## config.mk

```make
export PLATFORM = sky130hd
export DESIGN_NAME = mem_arbiter
export DESIGN_NICKNAME = d
export VERILOG_FILES = /design/src/rtl/mem_arbiter.sv
export SDC_FILE = /design/constraint.sdc
export NUM_CORES = 1
export LEC_CHECK = 0
export ABC_CLOCK_PERIOD_IN_PS = 3750
export BUFFER_PORTS_ARGS = -buffer_cell sky130_fd_sc_hd__buf_2
export CORE_ASPECT_RATIO = 0.75
export CORE_MARGIN = 2
export CORE_UTILIZATION = 45
export CTS_CLUSTER_SIZE = 12
export DETAILED_ROUTE_END_ITERATION = 7
export PLACE_DENSITY = 0.7
export RECOVER_POWER = 50
export SYNTH_ARGS = -nofsm -noshare
export SYNTH_HDL_FRONTEND = slang
export SYNTH_SLANG_ARGS = --single-unit
```

## constraint.sdc

```tcl
create_clock -name clk -period 3.75 [get_ports clk]
set_input_delay 0.75 -clock clk [delete_from_list [all_inputs] [get_ports clk]]
set_output_delay 0.75 -clock clk [all_outputs]
set_load 0.02 [all_outputs]
```

## src/rtl/mem_arbiter.sv

```systemverilog
// mem_arbiter
//   Shares one backend memory/MMIO bus between the instruction-fetch requester
//   (read-only) and the memory-stage data requester. Single-cycle request
//   pulses are latched and serialized onto the bus. Data always wins over
//   fetch, and a transaction on the bus is never preempted. Fetch responses
//   killed by a pipeline flush are completed on the bus but not acked. A
//   watchdog raises a sticky bus_err when the backend hangs.
//
// Parameters
//   TIMEOUT : bus cycles without bus_ack before bus_err is set (0 = off)
//   CNT_W   : watchdog counter width, 2**CNT_W > TIMEOUT
//
// Ports
//   clk, rst                 clock, synchronous active-low reset
//   i_req_pulse/i_addr       fetch read request
//   i_kill                   fetch flush, drops any outstanding fetch
//   i_ack/i_rdata            fetch completion and read data
//   d_req_pulse/d_rw/d_addr/d_wdata   data request (d_rw 1 = read)
//   d_ack/d_rdata            data completion and load data
//   bus_req/bus_rw/bus_addr/bus_wdata backend request, held until bus_ack
//   bus_ack/bus_rdata        backend completion and read data
//   bus_err                  sticky watchdog timeout flag
//
// Optional feature
//   ARB_PASSTHRU_EN : when defined, a data request arriving with the arbiter
//   fully idle is driven onto the bus in the same cycle. If the backend acks
//   in that cycle the request completes immediately without being latched.
//
// State | meaning
// IDLE  | bus free, no request on the bus
// BUS_D | data request owns the bus, waiting for bus_ack
// BUS_I | fetch request owns the bus, waiting for bus_ack

module mem_arbiter #(
  parameter int TIMEOUT = 1024,
  parameter int CNT_W   = 11
) (
  input  logic        clk,
  input  logic        rst,
  input  logic        i_req_pulse,
  input  logic [31:0] i_addr,
  input  logic        i_kill,
  output logic [31:0] i_rdata,
  output logic        i_ack,
  input  logic        d_req_pulse,
  input  logic        d_rw,
  input  logic [31:0] d_addr,
  input  logic [31:0] d_wdata,
  output logic [31:0] d_rdata,
  output logic        d_ack,
  output logic        bus_req,
  output logic        bus_rw,
  output logic [31:0] bus_addr,
  output logic [31:0] bus_wdata,
  input  logic [31:0] bus_rdata,
  input  logic        bus_ack,
  output logic        bus_err
);

  typedef enum logic [1:0] {IDLE = 2'd0, BUS_D = 2'd1, BUS_I = 2'd2} state_t;

  localparam logic [CNT_W-1:0] TO_LIM = CNT_W'(TIMEOUT);
  localparam logic [CNT_W-1:0] TO_M1  = CNT_W'(TIMEOUT > 0 ? TIMEOUT - 1 : 0);

  state_t            state, state_n;
  logic              d_pend, d_pend_n, d_rw_q, d_rw_n;
  logic [31:0]       d_addr_q, d_addr_n, d_wdata_q, d_wdata_n;
  logic              i_pend, i_pend_n;
  logic [31:0]       i_addr_q, i_addr_n;
  logic              drop, drop_n;
  logic              bus_rw_q, bus_rw_n;
  logic [31:0]       bus_addr_q, bus_addr_n, bus_wdata_q, bus_wdata_n;
  logic [CNT_W-1:0]  cnt, cnt_n;
  logic              err_q, err_n;
  logic              busy, load, pt_go, pt_done;

  always_comb begin
    busy = (state != IDLE);
`ifdef ARB_PASSTHRU_EN
    pt_go = (state == IDLE) && !d_pend && !i_pend && d_req_pulse;
`else
    pt_go = 1'b0;
`endif
    pt_done = pt_go && bus_ack;

    // Request latches. A pulse while the previous request is still
    // outstanding is ignored and leaves the captured fields alone.
    d_pend_n  = d_pend;
    d_rw_n    = d_rw_q;
    d_addr_n  = d_addr_q;
    d_wdata_n = d_wdata_q;
    if (d_req_pulse && !d_pend && !pt_done) begin
      d_pend_n  = 1'b1;
      d_rw_n    = d_rw;
      d_addr_n  = d_addr;
      d_wdata_n = d_wdata;
    end else if (state == BUS_D && bus_ack) begin
      d_pend_n = 1'b0;
    end

    // Once a fetch is dropped, i_pend no longer belongs to the bus
    // transaction, so a new fetch latched meanwhile survives its ack.
    i_pend_n = i_pend;
    i_addr_n = i_addr_q;
    if (i_kill) begin
      i_pend_n = 1'b0;
    end else if (i_req_pulse && !i_pend) begin
      i_pend_n = 1'b1;
      i_addr_n = i_addr;
    end else if (state == BUS_I && bus_ack && !drop) begin
      i_pend_n = 1'b0;
    end

    drop_n = drop;
    if (state == BUS_I) begin
      if (bus_ack)     drop_n = 1'b0;
      else if (i_kill) drop_n = 1'b1;
    end

    // Bus fields are copied into their own registers on entry so they stay
    // stable even if the fetch latch is refilled during a dropped fetch.
    state_n     = state;
    load        = 1'b0;
    bus_rw_n    = bus_rw_q;
    bus_addr_n  = bus_addr_q;
    bus_wdata_n = bus_wdata_q;
    if (!busy || bus_ack) begin
      if (d_pend_n) begin
        state_n     = BUS_D;
        load        = 1'b1;
        bus_rw_n    = d_rw_n;
        bus_addr_n  = d_addr_n;
        bus_wdata_n = d_rw_n ? 32'd0 : d_wdata_n;
      end else if (i_pend_n) begin
        state_n     = BUS_I;
        load        = 1'b1;
        bus_rw_n    = 1'b1;
        bus_addr_n  = i_addr_n;
        bus_wdata_n = 32'd0;
      end else begin
        state_n = IDLE;
      end
    end

    // Watchdog counts bus cycles without ack, saturating at TIMEOUT.
    cnt_n = cnt;
    err_n = err_q;
    if (load) begin
      cnt_n = '0;
    end else if (busy && !bus_ack) begin
      if (cnt != TO_LIM) cnt_n = cnt + 1'b1;
      if (TIMEOUT != 0 && cnt == TO_M1) err_n = 1'b1;
    end
  end

  always_comb begin
    bus_req   = 1'b0;
    bus_rw    = 1'b0;
    bus_addr  = 32'd0;
    bus_wdata = 32'd0;
    d_ack     = 1'b0;
    d_rdata   = 32'd0;
    i_ack     = 1'b0;
    i_rdata   = 32'd0;
    if (rst) begin
      if (pt_go) begin
        bus_req   = 1'b1;
        bus_rw    = d_rw;
        bus_addr  = d_addr;
        bus_wdata = d_rw ? 32'd0 : d_wdata;
        d_ack     = bus_ack;
        if (bus_ack && d_rw) d_rdata = bus_rdata;
      end else if (busy) begin
        bus_req   = 1'b1;
        bus_rw    = bus_rw_q;
        bus_addr  = bus_addr_q;
        bus_wdata = bus_wdata_q;
        if (state == BUS_D) begin
          d_ack = bus_ack;
          if (bus_ack && bus_rw_q) d_rdata = bus_rdata;
        end else if (bus_ack && !drop && !i_kill) begin
          i_ack   = 1'b1;
          i_rdata = bus_rdata;
        end
      end
    end
    bus_err = err_q & rst;
  end

  always_ff @(posedge clk) begin
    if (!rst) begin
      state       <= IDLE;
      d_pend      <= 1'b0;
      d_rw_q      <= 1'b0;
      d_addr_q    <= 32'd0;
      d_wdata_q   <= 32'd0;
      i_pend      <= 1'b0;
      i_addr_q    <= 32'd0;
      drop        <= 1'b0;
      bus_rw_q    <= 1'b0;
      bus_addr_q  <= 32'd0;
      bus_wdata_q <= 32'd0;
      cnt         <= '0;
      err_q       <= 1'b0;
    end else begin
      state       <= state_n;
      d_pend      <= d_pend_n;
      d_rw_q      <= d_rw_n;
      d_addr_q    <= d_addr_n;
      d_wdata_q   <= d_wdata_n;
      i_pend      <= i_pend_n;
      i_addr_q    <= i_addr_n;
      drop        <= drop_n;
      bus_rw_q    <= bus_rw_n;
      bus_addr_q  <= bus_addr_n;
      bus_wdata_q <= bus_wdata_n;
      cnt         <= cnt_n;
      err_q       <= err_n;
    end
  end

endmodule

```

==> out/results.ini <==
[final_layout]
fin_util = 0.581
fin_cells = 1362
nets = 1269
area.growth.synth_to_final_pct = 25.9
fillers = 1533
layout-drive-gt1-share = 0.297

[critical_path]
end_kind = flop
cp.arrival_ns = 3.57
cp.required_ns = 4.12
path_class = in -> reg
path_max_fanout = 33
startpoint_type = input port
rrSetupSlack_ns = 0.69

[clock_tree]
ctsHoldBuffers = 0
insertion_delay_ns = 0.44
clk_pin_slew_ns = 0.07
cts_buffer_depth = 2
postCtsSetupBuffers = 0
cts-buffers-inserted = 17
htreeDepth = 4
cts_root_buf = clkbuf_16
cts_tree = yes
cts-resized-gates = 0
cts.sinks = 179

[sta]
relSlewSlack = -0.212
max_freq_mhz = 313
post-route-min-period_ns = 3.20
tns_ns = 0
hold_viol = 0
timing.final.crit_share = 0.853
tightest_slew_ns = 1.82
setup_viol = 0
finalClockSkew_ns = 0.00833
rsz0062_at_grt = false
drv_slew = 118

[logic_synthesis]
syn_area_per_cell_sq_um = 8.60
synth_area_leader_cell = dfxtp_1
synth_top_cells_by_area = dfxtp_1, nand2_1, and2_1
synth_top_area_share = 0.460
synth_cells = 906
synth_edf_count = 0
syn-num-nets = 1043
yosysMostFrequentCell = dfxtp_1
synthTopCellsByCount = dfxtp_1, nand2_1, and2_1
synth_cell_types = 51
async_flop_share = 0
ys_ff_latch = 179
synth_area_sq_um = 7790
yosysWarningCount = 0
ys_seq_area_frac = 0.460
synth-main-ff-cell = dfxtp_1

[outcome]
violations = max-capacitance violations, max-slew violations
status = finished, violations left

[floorplanning]
die_w_um = 156
start_util = 0.461
io_pins = 268
coreArea_sq_um = 16900
die_y_um = 118
fp.dieArea_sq_um = 18400
num_rows = 41

[place]
place.gp.congestion = 0.821
dp_cells = 1328
hpwl_um = 14500
numPortBuffers = 267

[pwr]
p_switching_w = 0.00133
power.density_nw_per_um2 = 459
leakage_nw = 4.83
sw_frac_of_total = 0.295
pwr-share-seq = 0.465
p_int_w = 0.00317
pwr-share-comb = 0.136
p_clk_frac = 0.399
power_w = 0.00450
ir_drop_mv = 0.367

[grt]
grt_overflow = 0
grt_max_degree = 67
grt_usage = 0.233
grt_pass1_vias = 6776
antenna_found_initial = 3
grt_pass1_wl_um = 34400

[detailed_routing]
drc_errors = 0
wl_per_cell_um = 16.0
via_per_inst = 5.30
drt_first_iter_violations = 434
wl_um = 21700
firstDrtPassIters = 5
drtAntennaViolNets = 0
vias = 7213

[min_path]
hold_path.class = reg -> reg

[job]
maxCapViolations = 3

[flip-flops by register name (all words and copies together) (netlist names), 2 cells and up]
| register | flops |
|---|---|
| d_addr_q | 32 |
| state | 2 |
| bus_wdata_q | 32 |
| bus_addr_q | 32 |
| i_addr_q | 32 |
| cnt | 11 |
| d_wdata_q | 32 |
[layer usage]
layer  up-vias  wire length, um  GRT usage
li1       3590                -          -
met1      3324            10400      0.324
met2       271             9550      0.362
met3        26             1420     0.0508
met4         2              359     0.0734
met5         -               13          0
[placed cells by master, fill, tap and decap left out, types with 4 or more instances in the layout]
cell	count
nand2_1	172
a22o_1	32
clkbuf_16	17
and3_1	33
xnor2_1	7
o221a_2	15
dfxtp_1	179
nand3_1	21
buf_2	265
clkbuf_1	5
inv_1	4
buf_4	13
clkinv_8	5
o22a_1	15
nor2_1	46
nor4_1	4
a21oi_1	87
a31oi_1	16
mux2i_1	33
inv_8	6
and2_1	101
a41o_1	17
[worst paths after layout]
kind | endpoint | from | cells after the start
min | i_addr_q[24]$_SDFF_PN0_ | i_addr_q[24]$_SDFF_PN0_ | 2
max | bus_addr_q[14]$_SDFFE_PN0P_ | i_kill | 7
min reg2reg | i_addr_q[24]$_SDFF_PN0_ | i_addr_q[24]$_SDFF_PN0_ | 2
max reg2reg | bus_wdata_q[30]$_SDFFE_PN0P_ | d_pend$_SDFF_PN0_ | 5
[logic make-up (layout without fill, tap and decap cells)]
| family | after synthesis | after routing | synth area share |
|---|---|---|---|
| XOR/XNOR | 8 | 8 | 0.00900 |
| flip-flops | 179 | 179 | 0.460 |
| buffers and inverters | 82 | 321 | 0.0471 |
| AND/OR/NAND/NOR | 406 | 406 | 0.258 |
| AO/OA/AOI/OAI | 196 | 196 | 0.180 |
| adder cells (fa/ha/maj) | 2 | 2 | 0.00321 |
| multiplexers | 33 | 33 | 0.0424 |
| other | 0 | 2 | 0 |
[area by class of cell]
type | count | area [sq um] | share of cell area
antenna | 2 | 5.00 | 0.000511
clock buffer | 17 | 425 | 0.0434
multi-input combinational | 645 | 3870 | 0.395
tap | 215 | 269 | 0.0274
sequential | 179 | 3580 | 0.366
timing repair buffer | 284 | 1450 | 0.148
inverter | 5 | 21.3 | 0.00217
clock inverter | 15 | 184 | 0.0188
[power groups by stage]
stage	Clock [W]	Sequential, W	Combinational (W)
floorplan	0	0.00210	0.000423
detailed placement	0	0.00213	0.000614
global placement	0	0.00213	0.000604
CTS	0.00182	0.00209	0.000616
global route	0.00190	0.00210	0.000673
finish	0.00179	0.00209	0.000613
[critical path: stages]
cell	delay (ns)
clkbuf_1	0.14
nor3b_1	0.30
clkbuf_1	1.28
a221oi_1	0.20
nor2_2	0.19
clkbuf_2	0.46
a41o_1	0.25
[stage by stage]
| step | hold WS [ns] | area, sq um | setup WS [ns] |
|---|---|---|---|
| CTS | 0.464 | 9830 | 0.887 |
| global route | 0.479 | 9800 | 0.382 |
| finish | 0.462 | 9800 | 0.550 |
| detailed placement | 0.452 | 9220 | 1.02 |
| global placement | 0.443 | 9220 | 1.04 |
| floorplan | 0.434 | 7790 | 0.949 |
(Power assumes the default switching activity.)
